## src/rtl/ldtu_link_sequencer.sv

```systemverilog
// Link start-up/recovery FSM for the LiTE-DTU datapath: calibration wait, flush, synch alignment, run.
// Define LDTU_SEQ_SYNCH_TIMEOUT_EN to compile in the SYNCH timeout, retry counting and link_error.
module ldtu_link_sequencer #(
  parameter int unsigned FLUSH_CYCLES  = 8,
  parameter int unsigned HS_CONFIRM    = 4,
  parameter int unsigned SYNCH_TIMEOUT = 1023,
  parameter int unsigned MAX_RETRY     = 3,
  parameter int unsigned LOSS_LIMIT    = 16
) (
  input  logic       CLK,
  input  logic       RST,
  input  logic       CALIBRATION_BUSY,
  input  logic       TEST_ENABLE,
  input  logic       handshake,
  input  logic       losing_data,
  input  logic       resynch_req,
  output logic       flush_b,
  output logic       synch,
  output logic       datapath_en,
  output logic [2:0] seq_state,
  output logic [1:0] retry_cnt,
  output logic       link_error
);

  localparam logic [2:0] S_IDLE  = 3'd0;
  localparam logic [2:0] S_CALIB = 3'd1;
  localparam logic [2:0] S_FLUSH = 3'd2;
  localparam logic [2:0] S_SYNCH = 3'd3;
  localparam logic [2:0] S_RUN   = 3'd4;
  localparam logic [2:0] S_TEST  = 3'd5;

  localparam logic [9:0] FLUSH_LAST  = 10'(FLUSH_CYCLES - 1);
  localparam logic [2:0] HS_TARGET   = 3'(HS_CONFIRM);
  localparam logic [4:0] LOSS_TARGET = 5'(LOSS_LIMIT);

  logic [2:0] state_q, state_d;
  logic [9:0] flush_cnt_q, flush_cnt_d;
  logic [2:0] hs_run_q, hs_run_d, hs_inc;
  logic [4:0] loss_q, loss_d, loss_inc;
  logic       hs_confirm, loss_hit, timeout;
  logic       flush_b_q, flush_b_d, synch_q, synch_d, den_q, den_d;

  // Confirm and loss limits act on the count including the current cycle.
  assign hs_inc     = (hs_run_q == 3'd7) ? 3'd7 : hs_run_q + 3'd1;
  assign loss_inc   = (loss_q == 5'd31) ? 5'd31 : loss_q + 5'd1;
  assign hs_confirm = handshake && (hs_inc == HS_TARGET);
  assign loss_hit   = losing_data && (loss_inc == LOSS_TARGET);

  always_ff @(posedge CLK or posedge RST) begin
    if (RST) begin
      state_q     <= S_IDLE;
      flush_cnt_q <= '0;
      hs_run_q    <= '0;
      loss_q      <= '0;
      flush_b_q   <= 1'b0;
      synch_q     <= 1'b0;
      den_q       <= 1'b0;
    end else begin
      state_q     <= state_d;
      flush_cnt_q <= flush_cnt_d;
      hs_run_q    <= hs_run_d;
      loss_q      <= loss_d;
      flush_b_q   <= flush_b_d;
      synch_q     <= synch_d;
      den_q       <= den_d;
    end
  end

  always_comb begin
    state_d = state_q;
    if (TEST_ENABLE) begin
      state_d = S_TEST;
    end else if (CALIBRATION_BUSY && (state_q != S_TEST)) begin
      state_d = S_CALIB;
    end else begin
      case (state_q)
        S_IDLE:  state_d = S_CALIB;
        S_CALIB: state_d = S_FLUSH;
        S_FLUSH: if (flush_cnt_q == FLUSH_LAST) state_d = S_SYNCH;
        S_SYNCH: begin
          if (hs_confirm)   state_d = S_RUN;
          else if (timeout) state_d = S_FLUSH;
        end
        S_RUN:   if (loss_hit || resynch_req) state_d = S_FLUSH;
        S_TEST:  state_d = S_IDLE;
        default: state_d = S_IDLE;
      endcase
    end
  end

  // Counters restart from zero on every state entry and hold at their terminal value.
  always_comb begin
    flush_cnt_d = '0;
    hs_run_d    = '0;
    loss_d      = '0;
    if ((state_q == S_FLUSH) && (state_d == S_FLUSH))
      flush_cnt_d = (flush_cnt_q == FLUSH_LAST) ? flush_cnt_q : flush_cnt_q + 10'd1;
    if ((state_q == S_SYNCH) && (state_d == S_SYNCH) && handshake)
      hs_run_d = hs_inc;
    if ((state_q == S_RUN) && (state_d == S_RUN) && losing_data)
      loss_d = loss_inc;
  end

  always_comb begin
    flush_b_d = !((state_d == S_IDLE) || (state_d == S_CALIB) ||
                  (state_d == S_FLUSH) || (state_d == S_TEST));
    synch_d   = (state_d == S_SYNCH);
    den_d     = (state_d == S_RUN);
  end

`ifdef LDTU_SEQ_SYNCH_TIMEOUT_EN
  localparam logic [9:0] TIMEOUT_LAST = 10'(SYNCH_TIMEOUT);
  localparam logic [1:0] RETRY_LIMIT  = 2'(MAX_RETRY);

  logic [9:0] timer_q, timer_d;
  logic [1:0] retry_q, retry_d, retry_inc;
  logic       link_q, link_d;

  assign timeout   = (state_q == S_SYNCH) && (timer_q == TIMEOUT_LAST);
  assign retry_inc = (retry_q == 2'd3) ? 2'd3 : retry_q + 2'd1;

  always_comb begin
    timer_d = '0;
    retry_d = retry_q;
    link_d  = link_q;
    if ((state_q == S_SYNCH) && (state_d == S_SYNCH))
      timer_d = (timer_q == TIMEOUT_LAST) ? timer_q : timer_q + 10'd1;
    if ((state_q == S_SYNCH) && (state_d == S_RUN)) begin
      retry_d = '0;
    end else if ((state_q == S_SYNCH) && (state_d == S_FLUSH)) begin
      retry_d = retry_inc;
      if (retry_inc == RETRY_LIMIT) link_d = 1'b1;
    end
  end

  always_ff @(posedge CLK or posedge RST) begin
    if (RST) begin
      timer_q <= '0;
      retry_q <= '0;
      link_q  <= 1'b0;
    end else begin
      timer_q <= timer_d;
      retry_q <= retry_d;
      link_q  <= link_d;
    end
  end

  assign retry_cnt  = retry_q;
  assign link_error = link_q;
`else
  logic unused_timeout_cfg;
  assign unused_timeout_cfg = ^{10'(SYNCH_TIMEOUT), 2'(MAX_RETRY)};
  assign timeout    = 1'b0;
  assign retry_cnt  = 2'd0;
  assign link_error = 1'b0;
`endif

  assign flush_b     = flush_b_q;
  assign synch       = synch_q;
  assign datapath_en = den_q;
  assign seq_state   = state_q;

endmodule

```

## config.mk

```make
export PLATFORM = sky130hd
export DESIGN_NAME = ldtu_link_sequencer
export DESIGN_NICKNAME = d
export VERILOG_FILES = /design/src/rtl/ldtu_link_sequencer.sv
export SDC_FILE = /design/constraint.sdc
export NUM_CORES = 1
export LEC_CHECK = 0
export CAP_MARGIN = 15
export CORE_MARGIN = 3
export CORE_UTILIZATION = 53
export DETAILED_ROUTE_END_ITERATION = 16
export PLACE_DENSITY = 0.85
export SYNTH_ARGS = -nofsm -noshare
export SYNTH_HDL_FRONTEND = slang
export SYNTH_SLANG_ARGS = --single-unit
```

## constraint.sdc

```tcl
create_clock -name CLK -period 2.3 [get_ports CLK]
set_input_delay 0.69 -clock CLK [delete_from_list [all_inputs] [get_ports CLK]]
set_output_delay 0.69 -clock CLK [all_outputs]
set_load 0.05 [all_outputs]
```

After elaboration in Yosys (flattened, before gate mapping)
Cells that the tools add are included.
- output and inout port bits: 9
- register bits: 24
- input port bits: 7
- word-level logic and storage cells: 53
- eq/ne operators: 16
- $add $sub $neg: 3
- reductions and logical operators: 15
- multiplexer cells: 12
- operators by type and width (operator ; count):
    3-bit two-way mux ; 7
    10-bit two-way mux ; 2
    3-bit equality test (second input constant) ; 5
    3-bit one-hot mux with 5 select lines ; 1
    3-bit by 2-bit equality test with 1-bit output (second input constant) ; 4
    10-bit by 1-bit adder with 10-bit output (second input constant) ; 1
    10-bit by 3-bit equality test with 1-bit output (second input constant) ; 1
    5-bit equality test (second input constant) ; 2
    5-bit two-way mux ; 2
    1-bit logical AND ; 8
    3-bit by 1-bit equality test with 1-bit output (second input constant) ; 2
    3-bit zero test ; 2
    5-bit by 1-bit adder with 5-bit output (second input constant) ; 1
    1-bit logical OR ; 4
    3-bit by 1-bit adder with 3-bit output (second input constant) ; 1
    3-bit inequality test (second input constant) ; 1
    2-bit inequality test (second input constant) ; 1
    1-bit zero test ; 1

Longest topological paths before layout
- depth after elaboration: 14
- mapped depth: 6
- mapped depth without buffers: 6

Least setup slack after synthesis
Ideal clock, no wire load.
- path type: reg2reg
- from: reg loss_q[0]
- to: reg hs_run_q[2]
- buffers on the path: 0
- data required time: 2204 ps
- cell stages (with the launch flop): 6
- library setup time: 96 ps
- slack: 451 ps
- clock period less this slack: 1849 ps
- arrival time: 1754 ps
- cell sequence: dfrtp_1 > ha_1 > or4b_1 > o21ai_2 > a22oi_2 > nor4_2
- word-level cells in the longest chain between the ends: 13
- elaborated cells on any way between the ends: 14
- those cells by class: 1 x add/sub; 3 x eq/ne; 6 x mux; 4 x reduce/logical
- ends and longest elaborated chain (what ; line ; RTL):
    from (decl) ; 39 ; logic [4:0] loss_q, loss_d, loss_inc;
    from (signal assigned) ; 62 ; loss_q <= loss_d;
    5-bit by 1-bit adder with 5-bit output or 5-bit equality test (tied branches) ; 45 ; assign loss_inc = (loss_q == 5'd31) ? 5'd31 : loss_q + 5'd1;
    5-bit two-way mux * ; 45 ;
    5-bit equality test * ; 47 ; assign loss_hit = losing_data && (loss_inc == LOSS_TARGET);
    1-bit logical AND * ; 47 ;
    1-bit logical OR * ; 84 ; S_RUN: if (loss_hit || resynch_req) state_d = S_FLUSH;
    3-bit two-way mux * ; 84 ;
    3-bit one-hot mux with 5 select lines * ; 76 ; case (state_q)
    3-bit two-way mux * ; 73 ; end else if (CALIBRATION_BUSY && (state_q != S_TEST)) begin
    3-bit two-way mux * ; 71 ; if (TEST_ENABLE) begin
    3-bit by 2-bit equality test with 1-bit output * ; 98 ; if ((state_q == S_SYNCH) && (state_d == S_SYNCH) && handshake)
    1-bit logical AND * (2 in series) ; 98 ;
    3-bit two-way mux * ; 98 ;
    net hs_run_d[2] ; 38 ; logic [2:0] hs_run_q, hs_run_d, hs_inc;
    to (signal assigned) ; 61 ; hs_run_q <= hs_run_d;
    to (decl) ; 38 ;
The timed path passes the listed nets; every way through them passes the cells marked *.
A chain may end at the register's enable or synchronous reset.

Worst setup path after layout
- from: reg flush_b_q (netlist: flush_b)
- to: out flush_b
- RTL lines (what ; line ; RTL):
    from (decl) ; 41 ; logic flush_b_q, flush_b_d, synch_q, synch_d, den_q, den_d;
    from (signal assigned) ; 63 ; flush_b_q <= flush_b_d;
    to (decl) ; 17 ; output logic flush_b,
No word-level cell between the ends.

==> run metrics <==
status finished, final reports clean; final period utilization 93.53%; Setup-failing EPs final 0; Worst setup EP type output pin; chip width 54.39 um; Max stage delay cell, worst path clkdlybuf4s50_1; Layout Nets 155; vias per cell 5.684; clk root buf clkbuf_4; FF+latch count, synth 24; H-Tree Depth 1; Async SR Flop Fraction 100.0%; Yosys warning count 0; Cell Rows 16; Max VDD drop 455.8 uV; register area share after synthesis 48.39%; first-pass GRT wire length 4.250 mm; DR vias 972; Max Clock Skew between 0.01 and 0.015 ns; crit start category register; most frequent cells in the layout dfrtp_1 (24), nor2_1 (21), nand2_1 (13), clkdlybuf4s50_1 (9), nor3_1 (6); grt met2 use ~37%; Mapped Cells 130; Avg Inst Size Synth about 9.5 um2; layout cell share with drive strength beyond 1 9.028%; Tot GR Track Use 20.03%; grt peak-use layer met2; Required @ worst endpoint 1.61 ns; GRT met1 Usage 23.34%; slowest stage delay, CP 0.79 ns; TritonCTS clock tree built; Die H 54.39 um; final worst path period need 2.151 ns; Finished Core Util approximately two thirds; delay-heaviest family, CP buffers and inverters; Clock Tree Buf Depth 2; Hold-fix buffers, CTS 0; DRC Markers 0; clock slew at reported path FFs ~0.14 ns; die area 2958 um2; Max FO, Critical Path 1; PwrDens approximately 580 nW/um2; global route overflow 0; WL per Instance around 14 um; ANT nets after route 0; # clock sinks 24; Hold Vio Cnt, Final 0; f_max around 460 MHz; Inserted Clock Buffers 3; setup repair after global routing missed its margin false; dpl hpwl 1.727 mm; HP Class reg2reg; Buf/Inv on CP 1; Routed WL between 2 and 2.5 mm; Synth-to-Final Area Change 14.92%; LEAKAGE 0.6110 nW; max cap viols 0; crit path kind reg2out; main flop type after synthesis dfrtp_1; post-place setup slack -0.1120 ns; core area approximately 2100 um2; initial antenna violation count 0; CP Cell Sequence clkdlybuf4s50_1; RD Place Congestion 0.8925; largest net degree at the start of global routing 25; drt pass-1 iters 4; Post-Synthesis Cell Area approximately 1200 um2; met3 global-route usage 4.905%; Crit path arrival time 1.46 ns; commonest non-fill, non-tap cell in the layout dfrtp_1; PnR worst setup slack 0.1488 ns; overall power slightly above 0.0008 W; Ant. Diodes 0; clock latency on the worst-skew pair 0.32 ns; final slew viol count 0; Initial Util 59.62%; EDFF count, synth 0; Synth cell types 39; port buffer count 12; vias in the first global route 989; initial DRC count 26; I/O pins 16
[final cells by class]
class,instances,area (um2)
clock buffer,3,22.52
clock inverter,1,30.03
fill,155,655.6
inverter,5,18.77
multi-input combinational,98,599.3
sequential,24,600.6
tap,27,33.78
timing repair buffer,13,121.4
[repair_timing]
action	in CTS	in global routing
resized for setup	1	0
setup buffers	0	0
setup endpoints to repair	1	0
[power by group]
group          switching, W  internal, W  leakage (nW)
Sequential       0.00000660     0.000427         0.329
Clock              0.000129     0.000176        0.0279
Combinational     0.0000608    0.0000285         0.255
[worst paths after layout]
check,depth (start not counted),start,slack [ns],to
worst max-delay path,1,flush_b,0.15,flush_b
worst min-delay path,1,flush_cnt_q[0],0.48,flush_cnt_q[0]
worst max register to register,5,loss_q[0],0.26,hs_run_q[2]
worst min register to register,1,flush_cnt_q[0],0.48,flush_cnt_q[0]
max in group asynchronous,3,RST,1.37,hs_run_q[1]
min in group asynchronous,3,RST,0.69,flush_cnt_q[1]
[registers in the layout (all words and copies together), names as in the netlist]
| name | flops |
|---|---|
| hs_run_q | 3 |
| synch | 1 |
| seq_state | 3 |
| loss_q | 5 |
| flush_cnt_q | 10 |
| flush_b | 1 |
| datapath_en | 1 |
[metal layers]
layer | part of all wire, % | up-vias
li1 | - | 482
met2 | 52 | 17
met1 | 43 | 471
met5 | 0 | -
met3 | 4.6 | 2
met4 | 0.52 | 0
[Yosys cell counts, types with 4 or more instances]
| cell | count | share of area [%] |
|---|---|---|
| nor3_1 | 6 | 2.4 |
| inv_1 | 5 | 1.5 |
| nand2_1 | 13 | 3.9 |
| xnor2_1 | 4 | 2.8 |
| xor2_1 | 4 | 2.8 |
| nor2_1 | 21 | 6.4 |
| nand3_1 | 5 | 2.0 |
| nand2b_1 | 4 | 2.0 |
| dfrtp_1 | 24 | 48 |
| a21oi_1 | 4 | 1.6 |
[kinds of logic (layout without fill, tap and decap cells)]
kind of cell	count (synthesis)	after routing	share of synthesized area [%]
AND/OR/NAND/NOR	64	64	25.51
AO/OA/AOI/OAI	20	20	13.21
other	1	3	0.3021
adder cells (fa/ha/maj)	3	3	3.025
buffers and inverters	10	22	3.932
XOR/XNOR	8	8	5.645
flip-flops	24	24	48.39
[through the flow]
step                      TNS [ns]  instance area (um2)  std cells  hold slack, ns
after detailed placement   -0.2116                 1375        167          0.4632
final                            0                 1426        171          0.4825
after CTS                        0                 1426        171          0.4844
after global placement    -0.09806                 1375        167          0.4450
after global routing             0                 1426        171          0.5244
after floorplan                  0                 1249        132          0.4319
Note: power is estimated with default switching activity, not from simulation.
==> variant 1: new RTL, same settings <==
Add a define of `LDTU_SEQ_SYNCH_TIMEOUT_EN`.
--- a/src/rtl/ldtu_link_sequencer.sv
+++ b/src/rtl/ldtu_link_sequencer.sv
@@ -1,4 +1,6 @@
 // Link start-up/recovery FSM for the LiTE-DTU datapath: calibration wait, flush, synch alignment, run.
 // Define LDTU_SEQ_SYNCH_TIMEOUT_EN to compile in the SYNCH timeout, retry counting and link_error.
+`define LDTU_SEQ_SYNCH_TIMEOUT_EN
+
 module ldtu_link_sequencer #(
   parameter int unsigned FLUSH_CYCLES  = 8,
Check against the original RTL: same outputs for any inputs over 10 cycles, from zero or initial values and one cycle with RST high; that may be too few to reach the edited logic, so the function may still have changed.
==> variant 1 against the original RTL <==
Via count up 60%; sequential cell count up 13; final cell count rose by 61%; sequential power up 53%; first-iteration DRC count is 130% higher; final area is 70% higher; utilization grew 0.54 points; routed wire length increased by 71%; clock power increased by 93%; setup slack worse by 0.082 ns; synthesized area up 64%; total power up 65%; register-to-register slack lost 0.11 ns; critical path type unchanged; critical endpoint is now retry_cnt[1].
==> variant 1: results (changes against the original RTL) <==
setup bufs post-CTS=0 (unchanged); H-tree levels=2 (+1); Regs by FF count=flush_cnt_q (10), timer_q (10), loss_q (5); Crit-path slowest cell=clkdlybuf4s50_1; Synth Area in Compound Gates=12.0% (-1.2 points); Worst Reg-to-Reg Cells=6 (+1); Post-Synth Adder-Cell Area=2.45% (-0.57 points); Num CTS Buffers=5 (+2); origin of the critical flop-to-flop path=loss_q[1]$_DFF_PP0_; distinct cell type count of the synthesized netlist=46 (+18%); DR vias=1553 (+60%); portion of netlist area occupied by mux cells=0.981% (+0.98 points); first-pass GRT wire length=7150 um (+68%); CP top delay family=buffers and inverters; Final HPWL DP=2860 um (+66%); crit-path max cell delay=0.83 ns (+0.04 ns); Seq/Total Area, Yosys=45.4% (-3.0 points); Post-Synth XOR/XNOR Area=6.87% (+1.2 points); reg2reg setup slack=0.15 ns (-0.11 ns); CTS Root Buffer Type=clkbuf_8; initial antenna violation count=0 (unchanged); drt pass-1 iters=4 (unchanged); Final #Nets=240 (+55%); Port Buffers=15 (+3); WL final=3980 um (+71%); slew margin rel.=66.7%; worst hold slack=0.490 ns (+0.00761 ns); Max IR drop VDD=0.624 mV (+37%); critical hold path startpoint=link_error$_DFFE_PP0P_; All-Layer GR Usage=20.6% (+0.56 points); largest net degree at the start of global routing=38 (+52%); Post-synth top cells=37 x dfrtp_1, 24 x nor2_1, 17 x nand2_1; worst-path fanout max=5 (+4); clock skew=0.00588 ns (-0.00416 ns); top post-synthesis cells by area=dfrtp_1 45%, nor3_2 4.4%, nor2_1 4.4%; critical path data arrival time=1.54 ns (+0.08 ns); placed inst area=2310 sq um (+68%); hold path endpoint=link_error$_DFFE_PP0P_; crit path from=retry_cnt[1]$_DFFE_PP0P_; reg2reg end=hs_run_q[1]$_DFF_PP0_; gpl congestion=0.832 (-6.8%); Fillers=265 (+71%); Mean Syn Cell Area=10.4 sq um (+9.1%); proportion of layout cells with a drive suffix above 1=20.4% (+11 points); clk_lat worst skew=0.29 ns (-0.03 ns); outcome=completed; initial DRC count=59 (+130%); cell leakage power=1.07 nW (+75%); Reg clk slew, reported paths=0.07 ns (-0.07 ns); post-route insts no fill=276 (+61%); post-CTS sizing=0 (-1); DP Cell Count=268 (+60%)
-- variant 1: cell types whose count changed in the layout (fill, tap and decap cells not counted), moves of 5 or more --
cell	change
buf_4	+14
dfrtp_1	+13
nor3_2	+9
and3_1	+6
clkbuf_8	+6
xor2_1	+6
nand3_1	+5
nor3_1	+5
o21ai_0	+5
-- variant 1: layer usage --
layer  vias up  GRT usage (%)  wire length (um)
met5         -              0                 0
met4         0           8.68                82
met1       755           24.8              1760
li1        771              -                 -
met2        18           35.3              2040
met3         9           4.60                97
-- variant 1: report_power, final --
group,switching [W],leakage (nW),internal [W],total [W]
clock,0.000236,0.0574,0.000352,0.000589
combinational,0.0000738,0.504,0.0000416,0.000115
sequential,0.00000949,0.504,0.000657,0.000666
-- variant 1: area by class of cell --
type                       instances  area [sq um]  area share (%)
multi-input combinational        149          1050            43.3
sequential                        37           926            38.1
timing repair buffer              29           248            10.2
clock buffer                       6          82.6            3.40
tap                               46          57.6            2.37
clock inverter                     2          37.5            1.54
inverter                           7          26.3            1.08
-- variant 1: how the worst max path moves through the flow --
stage / endpoint / cells past startpoint / slack, ns
global route: retry_cnt[1] / 1 / 0.03
detailed placement: timer_q[2]$_DFFE_PP0P_ / 6 / -0.12
CTS: retry_cnt[1] / 1 / 0.06
finish: retry_cnt[1] / 1 / 0.07
floorplan: hs_run_q[2]$_DFF_PP0_ / 6 / 0.31
global placement: timer_q[2]$_DFFE_PP0P_ / 6 / -0.07
-- variant 1: logic make-up after synthesis --
kind of cell | Yosys count
buf+inv | 10
mux | 2
compound gates | 26
flops | 37
fa+ha+maj | 4
xor+xnor | 16
simple gates | 101
-- variant 1: stage by stage --
stage	setup TNS (ns)	setup WS (ns)	utilization, %
6_report	0	0.0672	69.0
5_1_grt	0	0.0332	69.0
4_1_cts	0	0.0603	69.0
3_5_place_dp	-1.55	-0.120	65.6
3_3_place_gp	-0.536	-0.0695	65.6
2_1_floorplan	0	0.311	-
==> variant 2: new RTL, same settings <==
Made on the original files. Register the inputs `CALIBRATION_BUSY`, `TEST_ENABLE`, `handshake`, `losing_data` and `resynch_req` before use, without a reset. The logic sees them one clock later.
--- a/src/rtl/ldtu_link_sequencer.sv
+++ b/src/rtl/ldtu_link_sequencer.sv
@@ -34,4 +34,18 @@
   localparam logic [4:0] LOSS_TARGET = 5'(LOSS_LIMIT);
 
+  logic CALIBRATION_BUSY_q;
+  logic TEST_ENABLE_q;
+  logic handshake_q;
+  logic losing_data_q;
+  logic resynch_req_q;
+
+  always_ff @(posedge CLK) begin
+    CALIBRATION_BUSY_q <= CALIBRATION_BUSY;
+    TEST_ENABLE_q      <= TEST_ENABLE;
+    handshake_q        <= handshake;
+    losing_data_q      <= losing_data;
+    resynch_req_q      <= resynch_req;
+  end
+
   logic [2:0] state_q, state_d;
   logic [9:0] flush_cnt_q, flush_cnt_d;
@@ -44,6 +58,6 @@
   assign hs_inc     = (hs_run_q == 3'd7) ? 3'd7 : hs_run_q + 3'd1;
   assign loss_inc   = (loss_q == 5'd31) ? 5'd31 : loss_q + 5'd1;
-  assign hs_confirm = handshake && (hs_inc == HS_TARGET);
-  assign loss_hit   = losing_data && (loss_inc == LOSS_TARGET);
+  assign hs_confirm = handshake_q && (hs_inc == HS_TARGET);
+  assign loss_hit   = losing_data_q && (loss_inc == LOSS_TARGET);
 
   always_ff @(posedge CLK or posedge RST) begin
@@ -69,7 +83,7 @@
   always_comb begin
     state_d = state_q;
-    if (TEST_ENABLE) begin
+    if (TEST_ENABLE_q) begin
       state_d = S_TEST;
-    end else if (CALIBRATION_BUSY && (state_q != S_TEST)) begin
+    end else if (CALIBRATION_BUSY_q && (state_q != S_TEST)) begin
       state_d = S_CALIB;
     end else begin
@@ -82,5 +96,5 @@
           else if (timeout) state_d = S_FLUSH;
         end
-        S_RUN:   if (loss_hit || resynch_req) state_d = S_FLUSH;
+        S_RUN:   if (loss_hit || resynch_req_q) state_d = S_FLUSH;
         S_TEST:  state_d = S_IDLE;
         default: state_d = S_IDLE;
@@ -96,7 +110,7 @@
     if ((state_q == S_FLUSH) && (state_d == S_FLUSH))
       flush_cnt_d = (flush_cnt_q == FLUSH_LAST) ? flush_cnt_q : flush_cnt_q + 10'd1;
-    if ((state_q == S_SYNCH) && (state_d == S_SYNCH) && handshake)
+    if ((state_q == S_SYNCH) && (state_d == S_SYNCH) && handshake_q)
       hs_run_d = hs_inc;
-    if ((state_q == S_RUN) && (state_d == S_RUN) && losing_data)
+    if ((state_q == S_RUN) && (state_d == S_RUN) && losing_data_q)
       loss_d = loss_inc;
   end
Formal check against the unedited RTL: not equivalent (a bounded check fails within 4 cycles, from zero or initial values and one cycle with RST high).
==> variant 2 against the original RTL <==
Critical path depth unchanged; final area rose by 10%; non-clock buffer count is the same; synthesized area grew 11%; total power grew 13%; sequential cell count rose by 5; routed wire length up 12%; clock power up 4%; count of clock-buffer cells in the layout is 5 higher; setup slack improved by 0.0050 ns; via count grew 4.5%; first-iteration DRC count rose by 62%; critical endpoint is now datapath_en; highest routed layer unchanged.
==> variant 2: results (changes against the original RTL) <==
Reg clk slew, reported paths=0.08 ns (-0.06 ns); first-pass GRT wire length=4370 um (+2.9%); distinct cell type count of the synthesized netlist=42 (+7.7%); proportion of layout cells with a drive suffix above 1=14.5% (+5.4 points); Num CTS Buffers=5 (+2); clock skew=0.0155 ns (+0.00547 ns); outcome=completed; portion of netlist area occupied by mux cells=0.727% (+0.73 points); Mean Syn Cell Area=10.4 sq um (+9.2%); All-Layer GR Usage=18.0% (-2.0 points); Crit-path slowest cell=clkdlybuf4s50_1; WL final=2600 um (+12%); gpl congestion=0.815 (-8.7%); reg2reg end=hs_run_q[0]$_DFF_PP0_; reg2reg setup slack=0.17 ns (-0.09 ns); H-tree levels=2 (+1); post-CTS sizing=0 (-1); Synth async-reset ratio=82.8% (-17 points); Fillers=183 (+18%); Max IR drop VDD=0.467 mV (+2.5%); Synth Area in Compound Gates=12.3% (-0.93 points); Final #Nets=161 (+3.9%); Post-Synth XOR/XNOR Area=7.00% (+1.4 points); DR vias=1016 (+4.5%); top post-synthesis cells by area=dfrtp_1 44%, dfxtp_1 7.3%, nor2_1 3.8%; initial DRC count=42 (+62%); Post-Synth Adder-Cell Area=2.73% (-0.30 points); Seq/Total Area, Yosys=50.9% (+2.5 points); Post-synth top cells=24 x dfrtp_1, 14 x nor2_1, 9 x nand2_1; vias in the first global route=972 (-1.7%); post-route insts no fill=180 (+5.3%); cell leakage power=0.683 nW (+12%); Final HPWL DP=1940 um (+12%); DP Cell Count=172 (+3.0%)
-- variant 2: worst max path at each step --
stage / from / to / slack [ns]
final: datapath_en$_DFF_PP0_ / datapath_en / 0.15
after global routing: loss_q[0]$_DFF_PP0_ / hs_run_q[0]$_DFF_PP0_ / 0.02
after CTS: datapath_en$_DFF_PP0_ / datapath_en / 0.13
after detailed placement: loss_q[0]$_DFF_PP0_ / hs_run_q[0]$_DFF_PP0_ / 0.17
after global placement: loss_q[0]$_DFF_PP0_ / hs_run_q[0]$_DFF_PP0_ / 0.27
after floorplan: seq_state[2]$_DFF_PP0_ / hs_run_q[0]$_DFF_PP0_ / 0.32
-- variant 2: metrics by stage --
step	total power, W	instance area, sq um	hold WS [ns]	setup slack [ns]	util [%]
after floorplan	0.000603	1380	0.424	0.321	-
after global placement	0.000627	1520	0.442	0.273	64.8
after detailed placement	0.000630	1520	0.448	0.165	64.8
after CTS	0.000947	1580	0.459	0.128	67.3
after global routing	0.000987	1580	0.496	0.0208	67.3
final	0.000937	1580	0.454	0.154	67.3
-- variant 2: metal layers --
layer  global-route usage [%]  routed length (um)  up-vias
met4                     10.9                  72        0
li1                         -                   -      497
met5                        0                   0        -
met2                     29.9                1280       29
met1                     20.2                1110      482
met3                     5.66                 136        8
-- variant 2: power by group --
group,leakage [nW],internal (W),switching (W),total (W)
Clock,0.0326,0.000150,0.000167,0.000317
Sequential,0.371,0.000518,0.0000135,0.000531
Combinational,0.279,0.0000312,0.0000571,0.0000883
-- variant 2: layout make-up --
class	instances	area share, %
timing repair buffer	13	7.63
clock buffer	8	3.73
multi-input combinational	95	40.3
sequential	29	44.5
inverter	7	1.67
tap	28	2.22
